`src/rtl/adc_mem_pkg.sv`:
```
// adc_mem_pkg: shared constants for the ADC capture -> PSRAM write path.
//   - data widths of the ADC pair, memory word and memory address
//   - capture and writer FSM state encodings
//   - timeout for the memory driver's busy acknowledge
package adc_mem_pkg;

    localparam int ADC_PAIR_W = 24;
    localparam int MEM_WORD_W = 16;
    localparam int MEM_ADDR_W = 24;

    // Cycles to wait for mem_ready to drop after a strobe before assuming
    // the driver took the write anyway.
    localparam int WR_BUSY_TIMEOUT = 4;

    // Capture FSM
    localparam logic [2:0] S_IDLE    = 3'd0;
    localparam logic [2:0] S_CAPTURE = 3'd1;
    localparam logic [2:0] S_FLUSH   = 3'd2;
    localparam logic [2:0] S_DRAIN   = 3'd3;
    localparam logic [2:0] S_FINISH  = 3'd4;

    // Writer FSM
    localparam logic [1:0] W_IDLE       = 2'd0;
    localparam logic [1:0] W_ISSUE      = 2'd1;
    localparam logic [1:0] W_WAIT_BUSY  = 2'd2;
    localparam logic [1:0] W_WAIT_READY = 2'd3;

endpackage

```
`src/rtl/sync_word_fifo.sv`:
```
// sync_word_fifo: single-clock word FIFO with show-ahead read data.
//   clk, rst        clock, asynchronous active-high reset (empties the FIFO)
//   push, push_data write a word (ignored when full)
//   pop, pop_data   pop_data always shows the head word; pop consumes it
//                   (ignored when empty)
//   full, empty     status
//   free_count      number of free entries (0..DEPTH)
module sync_word_fifo
    import adc_mem_pkg::*;
#(
    parameter int DEPTH = 16
) (
    input  logic                     clk,
    input  logic                     rst,
    input  logic                     push,
    input  logic [MEM_WORD_W-1:0]    push_data,
    input  logic                     pop,
    output logic [MEM_WORD_W-1:0]    pop_data,
    output logic                     full,
    output logic                     empty,
    output logic [$clog2(DEPTH):0]   free_count
);

    localparam int AW = $clog2(DEPTH);
    localparam logic [AW:0] FULL_CNT = DEPTH[AW:0];

    logic [MEM_WORD_W-1:0] mem [DEPTH];
    logic [AW-1:0]         wr_ptr;
    logic [AW-1:0]         rd_ptr;
    logic [AW:0]           count;
    logic                  do_push;
    logic                  do_pop;

    assign do_push    = push && !full;
    assign do_pop     = pop && !empty;
    assign full       = (count == FULL_CNT);
    assign empty      = (count == '0);
    assign free_count = FULL_CNT - count;
    assign pop_data   = mem[rd_ptr];

    // Storage has no reset; only the pointers define what is valid.
    always_ff @(posedge clk) begin
        if (do_push) mem[wr_ptr] <= push_data;
    end

    always_ff @(posedge clk or posedge rst) begin
        if (rst) begin
            wr_ptr <= '0;
            rd_ptr <= '0;
            count  <= '0;
        end else begin
            if (do_push) wr_ptr <= wr_ptr + 1'b1;
            if (do_pop)  rd_ptr <= rd_ptr + 1'b1;
            case ({do_push, do_pop})
                2'b10:   count <= count + 1'b1;
                2'b01:   count <= count - 1'b1;
                default: count <= count;
            endcase
        end
    end

endmodule

```
`src/rtl/adc_capture_writer.sv`:
```
// adc_capture_writer: packs 24-bit ADC sample pairs into 16-bit words
// (2 pairs -> 3 words), buffers them and writes them to a contiguous PSRAM
// region through the memory driver's strobe/ready handshake.
//   clk, rst            clock, asynchronous active-high reset
//   start               begin a capture (only honoured when idle)
//   base_addr           byte address of first word (latched on start)
//   word_count          words to write (latched on start; 0 = done at once)
//   adc_enable          ADC interface enable while samples are wanted
//   pair_valid/data     incoming {sample_a, sample_b} pair
//   mem_ready           driver ready
//   write_strobe/addr/data_in   one write request per word
//   busy, done          capture in progress / one-cycle completion pulse
//   overflow            sticky: a pair was dropped
module adc_capture_writer
    import adc_mem_pkg::*;
#(
    parameter int FIFO_DEPTH = 16,
    parameter int ADDR_STEP  = 2
) (
    input  logic                  clk,
    input  logic                  rst,
    input  logic                  start,
    input  logic [MEM_ADDR_W-1:0] base_addr,
    input  logic [15:0]           word_count,
    output logic                  adc_enable,
    input  logic                  pair_valid,
    input  logic [ADC_PAIR_W-1:0] pair_data,
    input  logic                  mem_ready,
    output logic                  write_strobe,
    output logic [MEM_ADDR_W-1:0] addr,
    output logic [MEM_WORD_W-1:0] data_in,
    output logic                  busy,
    output logic                  done,
    output logic                  overflow
);

    localparam int CW = $clog2(FIFO_DEPTH) + 1;

    logic [2:0]            state;
    logic [1:0]            wstate;
    logic [15:0]           wc_q;
    logic [15:0]           pushed;
    logic                  phase;      // 1: first pair of a group seen, low byte held
    logic [7:0]            held;
    logic                  pending;    // second word of a group's second pair owed
    logic [MEM_WORD_W-1:0] pend_word;
    logic [2:0]            busy_cnt;
    logic [MEM_ADDR_W-1:0] wr_addr;

    logic                  push;
    logic [MEM_WORD_W-1:0] push_data;
    logic                  pop;
    logic [MEM_WORD_W-1:0] pop_data;
    logic                  full;
    logic                  empty;
    logic [CW-1:0]         free;

    logic cap_end;
    logic cap_open;
    logic accept;
    logic drop;

    // Capture ends when all words are pushed, or when the held partial word
    // is the last one owed: it is then padded out rather than waiting for
    // another pair.
    assign cap_end  = (pushed == wc_q) ||
                      (phase && (({1'b0, pushed} + 17'd1) == {1'b0, wc_q}));
    assign cap_open = (state == S_CAPTURE) && !cap_end;
    // Free space >= 2 guarantees room for both words of a second pair.
    assign accept   = cap_open && pair_valid && !pending && (free >= CW'(2));
    assign drop     = cap_open && pair_valid && !accept;

    assign adc_enable   = cap_open;
    assign busy         = (state == S_CAPTURE) || (state == S_FLUSH) || (state == S_DRAIN);
    assign done         = (state == S_FINISH);
    assign write_strobe = (wstate == W_ISSUE);
    assign pop          = (wstate == W_IDLE) && !empty && mem_ready;

    always_comb begin
        push      = 1'b0;
        push_data = '0;
        if (state == S_CAPTURE) begin
            if (pending) begin
                push      = 1'b1;
                push_data = pend_word;
            end else if (accept) begin
                push      = 1'b1;
                push_data = phase ? {held, pair_data[23:16]} : pair_data[23:8];
            end
        end else if (state == S_FLUSH) begin
            push      = 1'b1;
            push_data = {held, 8'h00};
        end
        // Words beyond word_count are discarded.
        if (pushed >= wc_q || full) push = 1'b0;
    end

    sync_word_fifo #(.DEPTH(FIFO_DEPTH)) u_fifo (
        .clk        (clk),
        .rst        (rst),
        .push       (push),
        .push_data  (push_data),
        .pop        (pop),
        .pop_data   (pop_data),
        .full       (full),
        .empty      (empty),
        .free_count (free)
    );

    // Capture FSM and packer
    always_ff @(posedge clk or posedge rst) begin
        if (rst) begin
            state     <= S_IDLE;
            wc_q      <= '0;
            pushed    <= '0;
            phase     <= 1'b0;
            held      <= '0;
            pending   <= 1'b0;
            pend_word <= '0;
            overflow  <= 1'b0;
        end else begin
            if (push)    pushed   <= pushed + 16'd1;
            if (drop)    overflow <= 1'b1;
            if (pending) pending  <= 1'b0;
            if (accept) begin
                if (phase) begin
                    pending   <= 1'b1;
                    pend_word <= pair_data[15:0];
                    phase     <= 1'b0;
                end else begin
                    held  <= pair_data[7:0];
                    phase <= 1'b1;
                end
            end
            case (state)
                S_IDLE: begin
                    if (start) begin
                        if (word_count == '0) begin
                            state <= S_FINISH;
                        end else begin
                            wc_q     <= word_count;
                            pushed   <= '0;
                            phase    <= 1'b0;
                            pending  <= 1'b0;
                            overflow <= 1'b0;
                            state    <= S_CAPTURE;
                        end
                    end
                end
                S_CAPTURE: begin
                    if (pushed == wc_q)  state <= S_DRAIN;
                    else if (cap_end)    state <= S_FLUSH;
                end
                S_FLUSH: begin
                    phase <= 1'b0;
                    state <= S_DRAIN;
                end
                S_DRAIN:  if (empty && wstate == W_IDLE) state <= S_FINISH;
                S_FINISH: state <= S_IDLE;
                default:  state <= S_IDLE;
            endcase
        end
    end

    // Writer FSM. One write is outstanding at a time, so advancing the
    // address on pop equals base + ADDR_STEP * words written.
    always_ff @(posedge clk or posedge rst) begin
        if (rst) begin
            wstate   <= W_IDLE;
            addr     <= '0;
            data_in  <= '0;
            wr_addr  <= '0;
            busy_cnt <= '0;
        end else begin
            if (state == S_IDLE && start && word_count != '0) wr_addr <= base_addr;
            case (wstate)
                W_IDLE: begin
                    if (pop) begin
                        data_in <= pop_data;
                        addr    <= wr_addr;
                        wr_addr <= wr_addr + MEM_ADDR_W'(ADDR_STEP);
                        wstate  <= W_ISSUE;
                    end
                end
                W_ISSUE: begin
                    busy_cnt <= '0;
                    wstate   <= W_WAIT_BUSY;
                end
                W_WAIT_BUSY: begin
                    if (!mem_ready || busy_cnt == 3'(WR_BUSY_TIMEOUT - 1))
                        wstate <= W_WAIT_READY;
                    else
                        busy_cnt <= busy_cnt + 3'd1;
                end
                W_WAIT_READY: if (mem_ready) wstate <= W_IDLE;
                default:      wstate <= W_IDLE;
            endcase
        end
    end

endmodule

```
`config.mk`:
```
export PLATFORM = sky130hd
export DESIGN_NAME = adc_capture_writer
export DESIGN_NICKNAME = d
export VERILOG_FILES = /design/src/rtl/adc_mem_pkg.sv /design/src/rtl/sync_word_fifo.sv /design/src/rtl/adc_capture_writer.sv
export SDC_FILE = /design/constraint.sdc
export NUM_CORES = 1
export LEC_CHECK = 0
export BUFFER_PORTS_ARGS = -buffer_cell sky130_fd_sc_hd__clkbuf_2
export CORE_ASPECT_RATIO = 1.25
export CORE_MARGIN = 5
export CORE_UTILIZATION = 45
export DETAILED_ROUTE_END_ITERATION = 10
export GPL_ROUTABILITY_DRIVEN = 1
export GPL_TIMING_DRIVEN = 0
export PLACE_DENSITY = 0.65
export RECOVER_POWER = 100
export SYNTH_ARGS = -nofsm -noshare
export SYNTH_HDL_FRONTEND = slang
export SYNTH_HIERARCHICAL = 1
export SYNTH_SLANG_ARGS = --single-unit
```
`constraint.sdc`:
```
create_clock -name clk -period 9.88 [get_ports clk]
set_input_delay 0.988 -clock clk [delete_from_list [all_inputs] [get_ports clk]]
set_output_delay 0.988 -clock clk [all_outputs]
set_load 0.03 [all_outputs]
```
## Yosys cells after proc, flatten, opt, wreduce, memory -nomap -nowiden

Memory sizes are Yosys's and may differ from the RTL's. A register that Yosys moved wholly into a read port is not among the register bits.
Index checks and enable logic that the tools add are counted.

| operators by class | value |
|---|---|
| add/subtract/negate cells | 9 |
| multiply operators | 0 |
| divide/modulo/power cells | 0 |
| $lt $le $gt $ge | 2 |
| equal/unequal tests | 20 |
| shift operators | 0 |
| mux-type cells | 46 |
| bitwise gates (word level) | 2 |
| reductions and logical operators | 38 |

Operators by type and width:

| operator | count |
|---|---|
| $mux 16 | 9 |
| $mux 24 | 3 |
| $add 24x2->24 const B | 1 |
| $mux 1 | 20 |
| $mux 3 | 6 |
| $add 16x1->17 const B | 1 |
| $eq 17x16->1 | 1 |
| $add 16x1->16 const B | 1 |
| $eq 16x16->1 | 1 |
| $ge 16x16->1 | 1 |
| $logic_not 16->1 | 1 |
| $reduce_bool 16->1 | 1 |
| $logic_and 1x1->1 | 13 |
| $pmux 3 s4 | 1 |
| $pmux 5 s2 | 1 |
| $eq 3x2->1 const B | 3 |
| $reduce_and 3->1 | 3 |
| $add 4x1->4 const B | 2 |
| $ne 2x2->1 const B | 4 |
| $pmux 2 s4 | 1 |
| $reduce_and 2->1 | 4 |
| $eq 2x2->1 const B | 3 |
| $logic_not 1->1 | 6 |
| $mux 2 | 3 |
| 19 further kinds | 27 |

| storage, ports and cells | value |
|---|---|
| flip-flop bits (word level) | 128 |
| bits in latches | 0 |
| RAM bits | 256 |
| memory bits (read-only) | 0 |
| input port bits | 69 |
| output and inout port bits | 45 |
| word-level logic and storage cells | 133 |
| memories kept | 1 |

Memory list:

| memory | words | width | read ports | clocked after Yosys merged registers in | wr ports | line | RTL |
|---|---|---|---|---|---|---|---|
| u_fifo.mem | 16 | 16 | 1 | 1 | 1 | sync_word_fifo.sv:27 | `logic [MEM_WORD_W-1:0] mem [DEPTH];` |

## Longest topological paths before layout

| depth | value |
|---|---|
| depth in word-level cells | 17 |
| depth in mapped cells | 22 |
| mapped depth without buffers | 18 |

## Modules after synthesis

The synthesis kept the hierarchy.

By module, submodules not included:

| module | instances | cells each | area an instance (µm²) |
|---|---|---|---|
| sync_word_fifo | 1 | 564 | 10696.5 |
| adc_capture_writer | 1 | 794 | 7262.0 |

## Least setup slack after synthesis

Ideal clock, no wire load.

| path | value |
|---|---|
| path type | reg2reg |
| from | register u_fifo.count[0] |
| to | register u_fifo.count[4] |
| arrival time | 4.243 ns |
| setup slack | 5.557 ns |
| cell stages (with the launch flop) | 22 |
| cells stage by stage | dfrtp_1 inv_1 ha_1 nor3b_1 ha_1 nor3_1 o21ai_0 a2111oi_2 o211ai_1 buf_2 nor2_1 nor2b_1 clkbuf_1 inv_1 ha_1 buf_2 xor2_1 ha_1 a21oi_1 or3b_2 a31oi_1 xnor2_1 |

| between the ends | value |
|---|---|
| elaborated cells between the ends (all ways) | 22 |

RTL lines:

| element | line | RTL |
|---|---|---|
| from (decl) | sync_word_fifo.sv:30 | `logic [AW:0] count;` |
| from (signal assigned) | sync_word_fifo.sv:55 | `2'b10: count <= count + 1'b1;` |
| from (signal assigned) | sync_word_fifo.sv:56 | `2'b01: count <= count - 1'b1;` |
| from (signal assigned) | sync_word_fifo.sv:57 | `default: count <= count;` |
| $eq 5x5->1 (*) | sync_word_fifo.sv:36 | `assign full = (count == FULL_CNT);` |
| net full | adc_capture_writer.sv:54 | `logic full;` |
| $logic_or 1x1->1 (*) | adc_capture_writer.sv:95 | `if (pushed >= wc_q \|\| full) push = 1'b0;` |
| $mux 1 (*) | adc_capture_writer.sv:95 |  |
| net push | adc_capture_writer.sv:50 | `logic push;` |
| $logic_and 1x1->1 (*) | sync_word_fifo.sv:34 | `assign do_push = push && !full;` |
| $eq 2x1->1 or $eq 2x2->1 (tied branches) | sync_word_fifo.sv:54 | `case ({do_push, do_pop})` |
| $pmux 5 s2 or $reduce_bool 2->1 (tied branches) | n/a |  |

The timed path passes the listed nets; every way through them passes the cells marked *.
A chain may end at the register's enable or synchronous reset.

==> metrics.md <==
| Metric | Value |
|---|---|
| Fin crit share | 61.4% |
| First-pass GRT wire length | 68500 microns |
| Crit Reg-Reg Endpoint | u_fifo/count[4] |
| Fin. max-slew vios | 168 |
| Clk pwr share | 24.8% |
| Largest net degree at the start of global routing | 78 |
| CTS buffer count | 39 |
| Critical Path RT | 9560 ps |
| Min cycle time layout | 6060 ps |
| Leak Pwr | 7.95 nW |
| PortBufs | 113 |
| Synthesized area per cell | 13.2 sq um |
| GRT Overall Usage | 19.9% |
| Root Buffer | clkbuf_16 |
| Core footprint | 39300 sq um |
| Failing checks | max-capacitance violations, max-slew violations |
| Reg2Reg Setup Slack | 3870 ps |
| Max Buffers Root-to-Sink | 3 |
| Worst slew pin tran | 4090 ps |
| Nets | 1626 |
| VDD IR max | 0.000157 V |
| Vias per inst | 5.69 |
| Crit Path Class | in2async |
| Row count | 81 |
| First-pass DRT Iterations | 5 |
| Iter 0 DRT Violations | 795 |
| Clock sinks | 400 |
| Status | complete, but fails checks |
| Number of hold buffers added after cts | 0 |
| Vias | 11.7k |
| Net Count, Synth | 1463 |
| Fillers | 3396 |
| Sequential Power Share | 41.3% |
| # Max-Cap Violations | 4 |
| CP Max Fanout | 77 |
| Pint | 3.83 mW |
| H-Tree Depth | 2 |
| Crit path DAT | 5740 ps |
| Clock Skew | 18.8 ps |
| RePlAce Congestion | 0.868 |
| Hold Path Class | reg2reg |
| Setup_tns | 0 ps |
| Area of the multi-input gates | 6160 sq um |
| Switching Power | 2.09 mW |
| Die Width | 189 microns |
| Post-Syn Instances | 1357 |
| Initial core utilization | 45.7% |
| P per Cell Area | 291 nW/um^2 |
| Logic gate share of total power | 33.8% |
| DRC | 0 |
| FF-to-FF path depth | 22 |
| Switching portion of total power | 35.3% |
| Clock-pin slew on the worst setup and hold paths | 50 ps |
| Die area | 44000 sq um |
| Post_cts resized | 0 |
| DRT antenna net count | 0 |
| Layout cells sized above 1 | 14.8% |
| Cell Area, Synth | 18000 sq um |
| Hold path endpoint | data_in[0] |
| ANT cells | 0 |
| Total power | 5.93 mW |
| Reg area | 11300 sq um |
| Die height | 233 microns |
| Slew HR | -172% |
| Vias in the first global route | 11.8k |
| Yosys warnings | 6 |
| Post-CTS setup buffer count | 0 |
| Beginning of the worst hold path | data_in[0] |
| Total gr overflow | 0 |
| Hold Path Depth | 2 |
| RSZ-0062 raised after global routing | false |
| WL final | 44000 microns |
| Final setup vio count | 0 |
| CTS tree | built |
| Initial antenna violation count | 0 |
| R2R Path Start | u_fifo/count[1] |
| Max Freq | 165 MHz |
| IO Count | 114 |
| Hpwl dp | 31200 microns |
| Synth-to-Final Area Change | 13.4% |
| Wire per inst | 21.5 microns |
| Fin. Hold Viols | 0 |
| Worst-Skew Late Latency | 540 ps |
| Worst Setup End Kind | asynchronous set/reset pin |
| Crit start category | input pin |
-- per-stage QoR --
stage	std cells	hold WS (ps)	worst slack [ps]	util [%]	area (sq um)
finish	2047	474	3820	51.7	20300
CTS	2046	476	4600	52.2	20500
detailed placement	1976	462	4650	48.9	19200
floorplan	1357	439	5390	-	18000
global placement	1968	460	3460	48.7	19100
global route	2047	495	2460	51.7	20300
-- worst max-delay path: stages --
cell	delay [ps]
clkbuf_1	120
clkinvlp_2	1580
clkbuf_1	2960
-- sequential cells by signal, indices dropped and copies added, names as in the netlist --
signal / flops
addr: 24
busy_cnt: 3
data_in: 16
held: 8
overflow: 1
pend_word: 16
pending: 1
phase: 1
pushed: 16
state: 3
u_fifo/count: 5
u_fifo/mem: 256
u_fifo/rd_ptr: 4
u_fifo/wr_ptr: 4
wc_q: 16
wr_addr: 24
wstate: 2
-- power groups by stage --
stage / clock network (mW) / registers (mW) / logic, mW
global placement: 0 / 2.47 / 1.98
CTS: 1.51 / 2.45 / 2.06
global route: 1.58 / 2.48 / 2.18
finish: 1.47 / 2.45 / 2.00
detailed placement: 0 / 2.48 / 2.06
floorplan: 0 / 2.54 / 1.30
-- layout make-up --
| type | count | area share (%) |
|---|---|---|
| Buffer | 72 | 1.59 |
| Clock buffer | 58 | 5.74 |
| Clock inverter | 12 | 0.517 |
| Inverter | 37 | 0.689 |
| Multi-Input combinational cell | 848 | 30.3 |
| Sequential cell | 400 | 55.5 |
| Tap cell | 498 | 3.06 |
| Timing Repair Buffer | 122 | 2.66 |
-- cells in the final DEF, fill, tap and decap left out, types with 11 or more instances in the layout --
cell type,count
edfxtp_1,256
nand2_1,216
dfrtp_1,144
clkbuf_1,109
mux2i_1,92
clkbuf_2,67
o21ai_0,57
nor2_1,39
clkbuf_16,39
ha_1,37
inv_1,36
a221oi_1,34
mux4_2,32
mux2_2,28
a22oi_1,25
a21oi_1,24
nor3_1,21
nand3_1,18
buf_2,18
xnor2_1,18
nor4_1,17
nand2b_1,17
and2_0,16
nand4_1,14
o22ai_1,14
xor2_1,13
clkbuf_8,12
and3_1,11
-- worst max-delay path by stage --
stage / slack [ps] / from / depth (start not counted) / to
global placement: 3460 / rst / 2 / data_in[1]
finish: 3820 / rst / 3 / data_in[6]
floorplan: 5390 / rst / 1 / addr[0]
CTS: 4600 / pushed[14] / 18 / u_fifo/count[4]
global route: 2460 / rst / 3 / addr[2]
detailed placement: 4650 / pushed[14] / 18 / u_fifo/count[4]
-- metal layers --
metal | wire length (microns) | vias up | global-route usage (%) | part of all wire, %
met4 | 1090 | 0 | 5.79 | 2.5
li1 | - | 5408 | - | -
met2 | 22700 | 303 | 35.4 | 52
met5 | 0 | - | 0 | 0
met3 | 2170 | 77 | 2.72 | 4.9
met1 | 18000 | 5862 | 25.6 | 41
Note: power is estimated with default switching activity, not from simulation.
